<file path="config.mk">
export PLATFORM = sky130hd
export DESIGN_NAME = mem_stage_lsu
export DESIGN_NICKNAME = d
export VERILOG_FILES = /design/src/rtl/mem_stage_lsu.sv
export SDC_FILE = /design/constraint.sdc
export NUM_CORES = 1
export LEC_CHECK = 0
export CORE_AREA = 2 2 214 216
export DETAILED_ROUTE_END_ITERATION = 10
export DIE_AREA = 0 0 216 218
export GPL_TIMING_DRIVEN = 0
export PLACE_DENSITY = 0.53
export SYNTH_ARGS = -nofsm -noshare
export SYNTH_HDL_FRONTEND = slang
export SYNTH_SLANG_ARGS = --single-unit
</file>
<file path="constraint.sdc">
create_clock -name clk -period 3.45 [get_ports clk]
set_input_delay 0.69 -clock clk [delete_from_list [all_inputs] [get_ports clk]]
set_output_delay 0.69 -clock clk [all_outputs]
set_load 0.02 [all_outputs]
</file>
<file path="src/rtl/mem_stage_lsu.sv">
`default_nettype none
// ============================================================================
// mem_stage_lsu : memory-access stage issuing dmem requests and aligning loads.
// Revision      : 1.0
// ============================================================================
module mem_stage_lsu #(
   parameter int TIMEOUT_CYCLES = 255
) (
   input  logic        clk,
   input  logic        rst,
   input  logic [63:0] regM_o_pc,
   input  logic [10:0] regM_o_load_store_info,
   input  logic [63:0] regM_o_regdata2,
   input  logic [63:0] regM_o_alu_result,
   input  logic [4:0]  regM_o_rd,
   input  logic        regM_o_reg_wen,
   output logic        dmem_req_valid,
   input  logic        dmem_req_ready,
   output logic        dmem_req_we,
   output logic [63:0] dmem_req_addr,
   output logic [63:0] dmem_req_wdata,
   output logic [7:0]  dmem_req_wstrb,
   input  logic        dmem_resp_valid,
   input  logic [63:0] dmem_resp_rdata,
   output logic [63:0] mem_o_result,
   output logic [63:0] mem_o_pc,
   output logic [4:0]  mem_o_rd,
   output logic        mem_o_reg_wen,
   output logic        mem_o_stall,
   output logic        mem_o_misalign,
   output logic        mem_o_bus_err
);

   typedef enum logic [1:0] {
      S_IDLE = 2'd0,
      S_REQ  = 2'd1,
      S_WAIT = 2'd2,
      S_DONE = 2'd3
   } state_t;

   localparam logic [15:0] C_CNT_LAST = 16'(TIMEOUT_CYCLES - 1);

   state_t      r_state;
   logic [15:0] r_cnt;
   logic [63:0] r_rdata;
   logic        r_bus_err;

   logic [10:0] w_sel;
   logic        w_present;
   logic        w_is_store;
   logic [7:0]  w_mask;
   logic [2:0]  w_amask;
   logic        w_misalign;
   logic        w_go;
   logic [5:0]  w_shamt;
   logic [63:0] w_ldata;

   // x & -x isolates the lowest set bit, so the lowest op wins on multi-hot
   assign w_sel      = regM_o_load_store_info & (~regM_o_load_store_info + 11'd1);
   assign w_present  = |regM_o_load_store_info;
   assign w_is_store = |w_sel[10:7];

   always_comb begin
      w_mask = 8'h00;
      if (w_sel[0] | w_sel[4] | w_sel[7])      w_mask = 8'h01;
      else if (w_sel[1] | w_sel[5] | w_sel[8]) w_mask = 8'h03;
      else if (w_sel[2] | w_sel[6] | w_sel[9]) w_mask = 8'h0F;
      else if (w_sel[3] | w_sel[10])           w_mask = 8'hFF;
   end

   // size-1 taken straight from the byte mask: b=000 h=001 w=011 d=111
   assign w_amask    = {w_mask[4], w_mask[2], w_mask[1]};
   assign w_misalign = w_present && (|(regM_o_alu_result[2:0] & w_amask));
   assign w_go       = w_present && !w_misalign;
   assign w_shamt    = {regM_o_alu_result[2:0], 3'b000};
   assign w_ldata    = r_rdata >> w_shamt;

   always_comb begin
      mem_o_result = regM_o_alu_result;
      if (w_sel[0])      mem_o_result = {{56{w_ldata[7]}},  w_ldata[7:0]};
      else if (w_sel[1]) mem_o_result = {{48{w_ldata[15]}}, w_ldata[15:0]};
      else if (w_sel[2]) mem_o_result = {{32{w_ldata[31]}}, w_ldata[31:0]};
      else if (w_sel[3]) mem_o_result = w_ldata;
      else if (w_sel[4]) mem_o_result = {56'd0, w_ldata[7:0]};
      else if (w_sel[5]) mem_o_result = {48'd0, w_ldata[15:0]};
      else if (w_sel[6]) mem_o_result = {32'd0, w_ldata[31:0]};
   end

   always_ff @(posedge clk) begin
      if (rst) begin
         r_state   <= S_IDLE;
         r_cnt     <= 16'd0;
         r_rdata   <= 64'd0;
         r_bus_err <= 1'b0;
      end else begin
         case (r_state)
            S_IDLE: begin
               r_bus_err <= 1'b0;
               if (w_go) begin
                  r_state <= S_REQ;
                  r_cnt   <= 16'd0;
               end
            end
            S_REQ: begin
               r_cnt <= r_cnt + 16'd1;
               if (dmem_req_ready) begin
                  r_state <= w_is_store ? S_DONE : S_WAIT;
               end else if (r_cnt == C_CNT_LAST) begin
                  r_state   <= S_DONE;
                  r_bus_err <= 1'b1;
               end
            end
            S_WAIT: begin
               r_cnt <= r_cnt + 16'd1;
               if (dmem_resp_valid) begin
                  r_rdata <= dmem_resp_rdata;
                  r_state <= S_DONE;
               end else if (r_cnt == C_CNT_LAST) begin
                  r_state   <= S_DONE;
                  r_bus_err <= 1'b1;
               end
            end
            default: begin
               r_state   <= S_IDLE;
               r_bus_err <= 1'b0;
            end
         endcase
      end
   end

   assign dmem_req_valid = (r_state == S_REQ) && !rst;
   assign dmem_req_we    = w_is_store;
   assign dmem_req_addr  = {regM_o_alu_result[63:3], 3'b000};
   assign dmem_req_wdata = regM_o_regdata2 << w_shamt;
   assign dmem_req_wstrb = w_mask << regM_o_alu_result[2:0];

   assign mem_o_pc       = regM_o_pc;
   assign mem_o_rd       = regM_o_rd;
   assign mem_o_reg_wen  = regM_o_reg_wen && !w_misalign && !r_bus_err;
   assign mem_o_stall    = w_go && (r_state != S_DONE) && !rst;
   assign mem_o_misalign = w_misalign;
   assign mem_o_bus_err  = r_bus_err;

endmodule
`default_nettype wire

</file>
# Word level (Yosys, flattened, before mapping)
# Index checks and enable logic that the tools add are counted.
dict set report op_classes {
  add_sub_neg 2
  n_eq_ne 7
  shift 3
  n_mux 23
  bitwise_logic 10
  reduce_logical 19
}
# operator n
set op_table {}
lappend op_table {{64-bit 2-to-1 mux} 7}
lappend op_table {{64-bit by 6-bit left shift with 64-bit output} 1}
lappend op_table {{64-bit by 6-bit right shift with 64-bit output} 1}
lappend op_table {{8-bit 2-to-1 mux} 4}
lappend op_table {{16-bit case mux with 2 select lines} 1}
lappend op_table {{16-bit by 1-bit adder with 16-bit output (second input constant)} 1}
lappend op_table {{16-bit by 8-bit equality test with 1-bit output (second input constant)} 1}
lappend op_table {{16-bit 2-to-1 mux} 1}
lappend op_table {{11-bit by 1-bit adder with 11-bit output (second input constant)} 1}
lappend op_table {{11-bit bitwise AND} 1}
lappend op_table {{11-bit inverter} 1}
lappend op_table {{11-bit OR reduction} 1}
lappend op_table {{2-bit 2-to-1 mux} 4}
lappend op_table {{2-bit inequality test (second input constant)} 4}
lappend op_table {{8-bit by 3-bit left shift with 8-bit output} 1}
lappend op_table {{1-bit logical AND} 7}
lappend op_table {{1-bit bitwise OR} 7}
lappend op_table {{2-bit case mux with 3 select lines} 1}
lappend op_table {{2-bit AND reduction} 3}
lappend op_table {{1-bit 2-to-1 mux} 4}
lappend op_table {{4-bit OR reduction} 1}
lappend op_table {{3-bit bitwise AND} 1}
lappend op_table {{1-bit zero test} 3}
lappend op_table {{3-bit OR reduction} 1}
lappend op_table {{other kinds (6)} 6}
dict set report totals {
  reg_bits 83
  out_inout_bits 275
  wordCells 68
}

# Logic depth before layout (Yosys ltp)
dict set report logic_depth {
  depth_word 15
  depth_mapped 9
  ltp_nobuf 7
}

# Worst setup path after synthesis
# No wires, ideal clock.
dict set report synth_path {
  path_kind {input -> output}
  startpoint {input port regM_o_load_store_info[3]}
  endpoint {output port mem_o_stall}
  t_arrival_ps 2680
  setup_slack_ps 80
  stages 8
  n_path_buf 2
  path_cell_list {buf_6 nor4_2 and2_0 clkbuf_1 a21oi_1 a22oi_1 a21oi_1 nor4_1}
}
dict set report synth_between {
  elab_chain_cells 15
}
# element line_no
set synth_lines {}
lappend synth_lines {{start, declared} 12} ;# input logic [10:0] regM_o_load_store_info,
lappend synth_lines {{11-bit inverter} 59} ;# assign w_sel = regM_o_load_store_info & (~regM_o_load_store_info + 11'd1);
lappend synth_lines {{11-bit by 1-bit adder with 11-bit output} 59}
lappend synth_lines {{11-bit bitwise AND} 59}
lappend synth_lines {{1-bit bitwise OR (on tied branches)} {68, 67}}
lappend synth_lines {{8-bit 2-to-1 mux or 1-bit bitwise OR (tied branches)} {68, 67}}
lappend synth_lines {{8-bit 2-to-1 mux} 67} ;# else if (w_sel[2] | w_sel[6] | w_sel[9]) w_mask = 8'h0F;
lappend synth_lines {{8-bit 2-to-1 mux} 66} ;# else if (w_sel[1] | w_sel[5] | w_sel[8]) w_mask = 8'h03;
lappend synth_lines {{8-bit 2-to-1 mux} 65} ;# if (w_sel[0] | w_sel[4] | w_sel[7]) w_mask = 8'h01;
lappend synth_lines {{3-bit bitwise AND} 73} ;# assign w_misalign = w_present && (|(regM_o_alu_result[2:0] & w_amask));
lappend synth_lines {{3-bit OR reduction} 73}
lappend synth_lines {{1-bit logical AND *} 73}
lappend synth_lines {{named net mem_o_misalign} 30} ;# output logic mem_o_misalign,
lappend synth_lines {{1-bit zero test *} 74} ;# assign w_go = w_present && !w_misalign;
lappend synth_lines {{1-bit logical AND *} 74}
lappend synth_lines {{1-bit logical AND * (2 in series)} 140} ;# assign mem_o_stall = w_go && (r_state != S_DONE) && !rst;
lappend synth_lines {{end, declared} 29} ;# output logic mem_o_stall,
# The timed path passes the listed nets; every way through them passes the cells marked *.

# Worst setup path after layout
dict set report layout_path {
  startpoint {input port regM_o_alu_result[0]}
  endpoint {output port mem_o_result[19]}
}
dict set report layout_between {
  elab_chain_cells 8
}
# element line_no
set layout_lines {}
lappend layout_lines {{start, declared} 14} ;# input logic [63:0] regM_o_alu_result,
lappend layout_lines {{64-bit by 6-bit right shift with 64-bit output *} 76} ;# assign w_ldata = r_rdata >> w_shamt;
lappend layout_lines {{64-bit 2-to-1 mux} 86} ;# else if (w_sel[6]) mem_o_result = {32'd0, w_ldata[31:0]};
lappend layout_lines {{64-bit 2-to-1 mux} 85} ;# else if (w_sel[5]) mem_o_result = {48'd0, w_ldata[15:0]};
lappend layout_lines {{64-bit 2-to-1 mux} 84} ;# else if (w_sel[4]) mem_o_result = {56'd0, w_ldata[7:0]};
lappend layout_lines {{64-bit 2-to-1 mux} 83} ;# else if (w_sel[3]) mem_o_result = w_ldata;
lappend layout_lines {{64-bit 2-to-1 mux} 82} ;# else if (w_sel[2]) mem_o_result = {{32{w_ldata[31]}}, w_ldata[31:0]};
lappend layout_lines {{64-bit 2-to-1 mux} 81} ;# else if (w_sel[1]) mem_o_result = {{48{w_ldata[15]}}, w_ldata[15:0]};
lappend layout_lines {{64-bit 2-to-1 mux *} 80} ;# if (w_sel[0]) mem_o_result = {{56{w_ldata[7]}}, w_ldata[7:0]};
lappend layout_lines {{end, declared} 25} ;# output logic [63:0] mem_o_result,
# Mark *: on every way between the ends. The rest lies on a longest branch, timed or not.

==> reports/metrics.json <==
{
  "chipHeight_um": 218,
  "reg2reg_depth": 8,
  "antenna_violations_before_repair": 15,
  "critPathArrivalTime_ps": 2710,
  "cp_common_cell": "sky130_fd_sc_hd__buf_6",
  "power_per_cell_area_nw_per_um2": 262.6,
  "synth.lib_cells_used.distinct": 67,
  "mostFrequentLayoutCells": "sky130_fd_sc_hd__clkdlybuf4s50_1 (348), sky130_fd_sc_hd__nand2_1 (178), sky130_fd_sc_hd__buf_4 (174)",
  "power.switching_uw": 1560,
  "timing_hold_violations_final": 0,
  "clk_transition_reported_paths_ps": 60,
  "final_min_period_over_clock_period_pct": 98.62,
  "comb_power_share_pct": 48.7,
  "flow.area_growth_from_synthesis_pct": 73.77,
  "gp_congestion": 0.9631,
  "critical_path_peak_fanout": 10,
  "postSynth.topFlopCell": "sky130_fd_sc_hd__dfxtp_1",
  "critPathKind": "in2out",
  "end_kind": "output pin",
  "layout.cell_area.non_filler_sq_um": 15640,
  "r2r_setup_slack_ps": 1110,
  "average_wire_per_cell_in_the_routed_design_um": 24.73,
  "finalNetCount": 2039,
  "cp_top_family": "buffers and inverters",
  "grt_remaining_overflow": 0,
  "floorplan.rows": 78,
  "cell_count_after_synthesis": 1246,
  "grt_start_max_net_pins": 20,
  "ys_seq_area_share_pct": 18.47,
  "placedInstanceArea_sq_um": 14560,
  "worst-slew-pin-transition_ps": 742.5,
  "cts_tree": "yes",
  "maxCapViolCount": 0,
  "critical_path_depth_in_cells": 9,
  "final_period_minus_worst_setup_slack_ps": 3402,
  "yosysWarningCount": 0,
  "path_cells": "buf_4 > buf_6 > buf_6 > mux2_2 > a21oi_1 > o22ai_2 > mux2i_1 > o21ai_0 > dlygate4sd1_1",
  "drt_drc_violations_left": 0,
  "synth_area_per_cell_sq_um": 7.221,
  "outcome": "finished clean",
  "skew_ps": 10.39,
  "cp.required_ps": 2760,
  "track_usage_pct": 23.39,
  "drive_above_1_share_pct": 23.86,
  "finalMaxSlewViolations": 0,
  "post_syn_area_sq_um": 8997,
  "placeableCoreArea_sq_um": 44890,
  "post_synth_edffs": 0,
  "number_of_cells_in_the_finished_layout_apart_from_fillers": 2367,
  "drt_pass1_iterations": 6,
  "antenna_violating_nets_post_route": 0,
  "timing.hold.worst.start": "r_rdata[3]",
  "clockBufferDepth": 2,
  "hold_depth": 2,
  "initial_core_util_pct": 20.04,
  "ir_worst_vdd_mv": 0.1809,
  "relSlewSlack_pct": 50.50,
  "routed_wire_length_um": 58530,
  "max_freq_mhz": 293.9,
  "holdPathEnd": "r_rdata[3]",
  "cp.buffers_inverters": 4,
  "timing.rr.start": "r_state[0]",
  "timing.rr.end": "r_cnt[14]",
  "cpMaxStageDelayCell": "sky130_fd_sc_hd__mux2_2",
  "power.share.switching_pct": 37.98,
  "numClockSinks": 83,
  "hold_path.class": "reg2reg",
  "p_int_uw": 2547,
  "p_leak_uw": 0.006448,
  "layout_commonest_cell": "sky130_fd_sc_hd__clkdlybuf4s50_1",
  "place_hpwl_um": 49100,
  "design.die.area_sq_um": 47090,
  "timing.critical_path.from_type": "input port",
  "clock_insertion_delay_worst_skew_ps": 340,
  "grt_pass1_vias": 11310,
  "postSynth.asyncResetShare_pct": 0,
  "ys_seq_elements": 83,
  "die_w_um": 216,
  "placedCellCount": 2328,
  "finalSetupViolCount": 0,
  "numCtsBuffers": 9,
  "cts_htree_levels": 3,
  "global_route_wire_length_before_repair_um": 80560,
  "power.share.sequential_pct": 25.8,
  "cp_slowest_stage_delay_ps": 380,
  "detail_routed_via_count_per_cell": 4.921,
  "place_ws_ps": -2037,
  "cts_hold_buf": 0,
  "detail_route.iter0.violations": 803,
  "cts-root-buf": "sky130_fd_sc_hd__clkbuf_16",
  "portBuffers": 478,
  "pin_count": 552,
  "num_vias": 11650,
  "pwr-share-clk_pct": 25.5,
  "postLayoutSetupSlackWorst_ps": 47.64
}
-- synthesized netlist by cell type, types with 8 or more instances --
| cell | n | area, sq um |
|---|---|---|
| sky130_fd_sc_hd__nor3_1 | 13 | 65.06 |
| sky130_fd_sc_hd__mux2i_1 | 130 | 1301 |
| sky130_fd_sc_hd__buf_1 | 20 | 75.07 |
| sky130_fd_sc_hd__nor2_1 | 98 | 367.9 |
| sky130_fd_sc_hd__o21ai_1 | 12 | 60.06 |
| sky130_fd_sc_hd__buf_2 | 11 | 55.05 |
| sky130_fd_sc_hd__buf_4 | 133 | 998.5 |
| sky130_fd_sc_hd__nand2_1 | 179 | 671.9 |
| sky130_fd_sc_hd__and2_1 | 14 | 87.58 |
| sky130_fd_sc_hd__nor2b_1 | 8 | 50.05 |
| sky130_fd_sc_hd__mux2_2 | 32 | 360.4 |
| sky130_fd_sc_hd__or3_1 | 14 | 87.58 |
| sky130_fd_sc_hd__dfxtp_1 | 83 | 1662 |
| sky130_fd_sc_hd__o2bb2ai_1 | 8 | 70.07 |
| sky130_fd_sc_hd__a21oi_1 | 160 | 800.8 |
| sky130_fd_sc_hd__inv_1 | 14 | 52.55 |
| sky130_fd_sc_hd__a22oi_1 | 27 | 202.7 |
| sky130_fd_sc_hd__mux4_2 | 17 | 382.9 |
| sky130_fd_sc_hd__clkbuf_1 | 65 | 244.0 |
| sky130_fd_sc_hd__o22ai_1 | 28 | 175.2 |
| sky130_fd_sc_hd__o21ai_0 | 83 | 415.4 |
-- stage by stage --
step           TNS (ps)  util (%)  total power, uW  hold WS [ps]
3_3_place_gp    -242250     32.39             3027         445.4
2_1_floorplan         0         -             2045         433.4
5_1_grt          -1.696     34.82             4281         479.8
4_1_cts          -166.4     34.70             4109         455.9
6_report              0     34.83             4106         456.9
3_5_place_dp    -238760     32.43             3037         446.9
-- state kept, by name (all words and copies together), names as in the netlist --
signal         count
mem_o_bus_err      1
r_state            2
r_cnt             16
r_rdata           64
-- tightest hold or removal path, cell delays in order, from the launching register on --
cell	delay (ps)
sky130_fd_sc_hd__dfxtp_1	310
sky130_fd_sc_hd__nand2_1	50
sky130_fd_sc_hd__a21oi_1	50
-- power by group through the flow --
stage	clock network (uW)	registers, uW	logic (uW)
floorplan	0	1050	995
global placement	0	1080	1950
detailed placement	0	1080	1960
CTS	1060	1060	1990
global route	1100	1070	2110
finish	1050	1060	2000
-- kinds of logic (layout without fill, tap and decap cells) --
family / after synthesis / count (layout) / share of synthesized area (%)
flip-flops: 83 / 83 / 18.47
adder cells (fa/ha/maj): 7 / 7 / 0.9734
multiplexers: 179 / 179 / 22.72
buffers and inverters: 246 / 758 / 16.05
AND/OR/NAND/NOR: 362 / 362 / 17.59
AO/OA/AOI/OAI: 367 / 367 / 24.06
other: 1 / 10 / 0.04168
XOR/XNOR: 1 / 1 / 0.09736
-- layout make-up --
cell class                 instances  area, sq um
fill                            4771        29260
multi-input combinational        919         6420
timing repair buffer             500         4703
buffer                           226         1697
sequential                        83         1662
tap                              600        750.7
clock buffer                      10        229.0
clock inverter                     6        88.84
inverter                          16        67.56
antenna                            7        17.52
-- worst max path at each step --
stage                   endpoint                       from
2_1_floorplan        mem_o_stall  regM_o_load_store_info[3]
6_report        mem_o_result[19]       regM_o_alu_result[0]
3_5_place_dp   dmem_req_wstrb[1]       regM_o_alu_result[2]
5_1_grt        dmem_req_wstrb[7]  regM_o_load_store_info[0]
4_1_cts         mem_o_result[55]       regM_o_alu_result[1]
3_3_place_gp   dmem_req_wstrb[0]       regM_o_alu_result[2]
-- what timing repair did --
item / in CTS / in global routing
buffers inserted: 13 / 7
gates cloned: 0 / 0
pin swaps: 6 / 10
setup endpoints to repair: 141 / 88
hold endpoints to repair: 0 / 0
resized for setup: 499 / 86
-- layer usage --
layer / vias up / share of wire, % / GRT usage (%)
li1: 5345 / - / -
met1: 5593 / 38 / 26.72
met2: 575 / 51 / 42.62
met3: 118 / 7.3 / 5.411
met4: 18 / 3.0 / 7.991
met5: - / 0.20 / 0
Power figures use the tool's default switching activity.
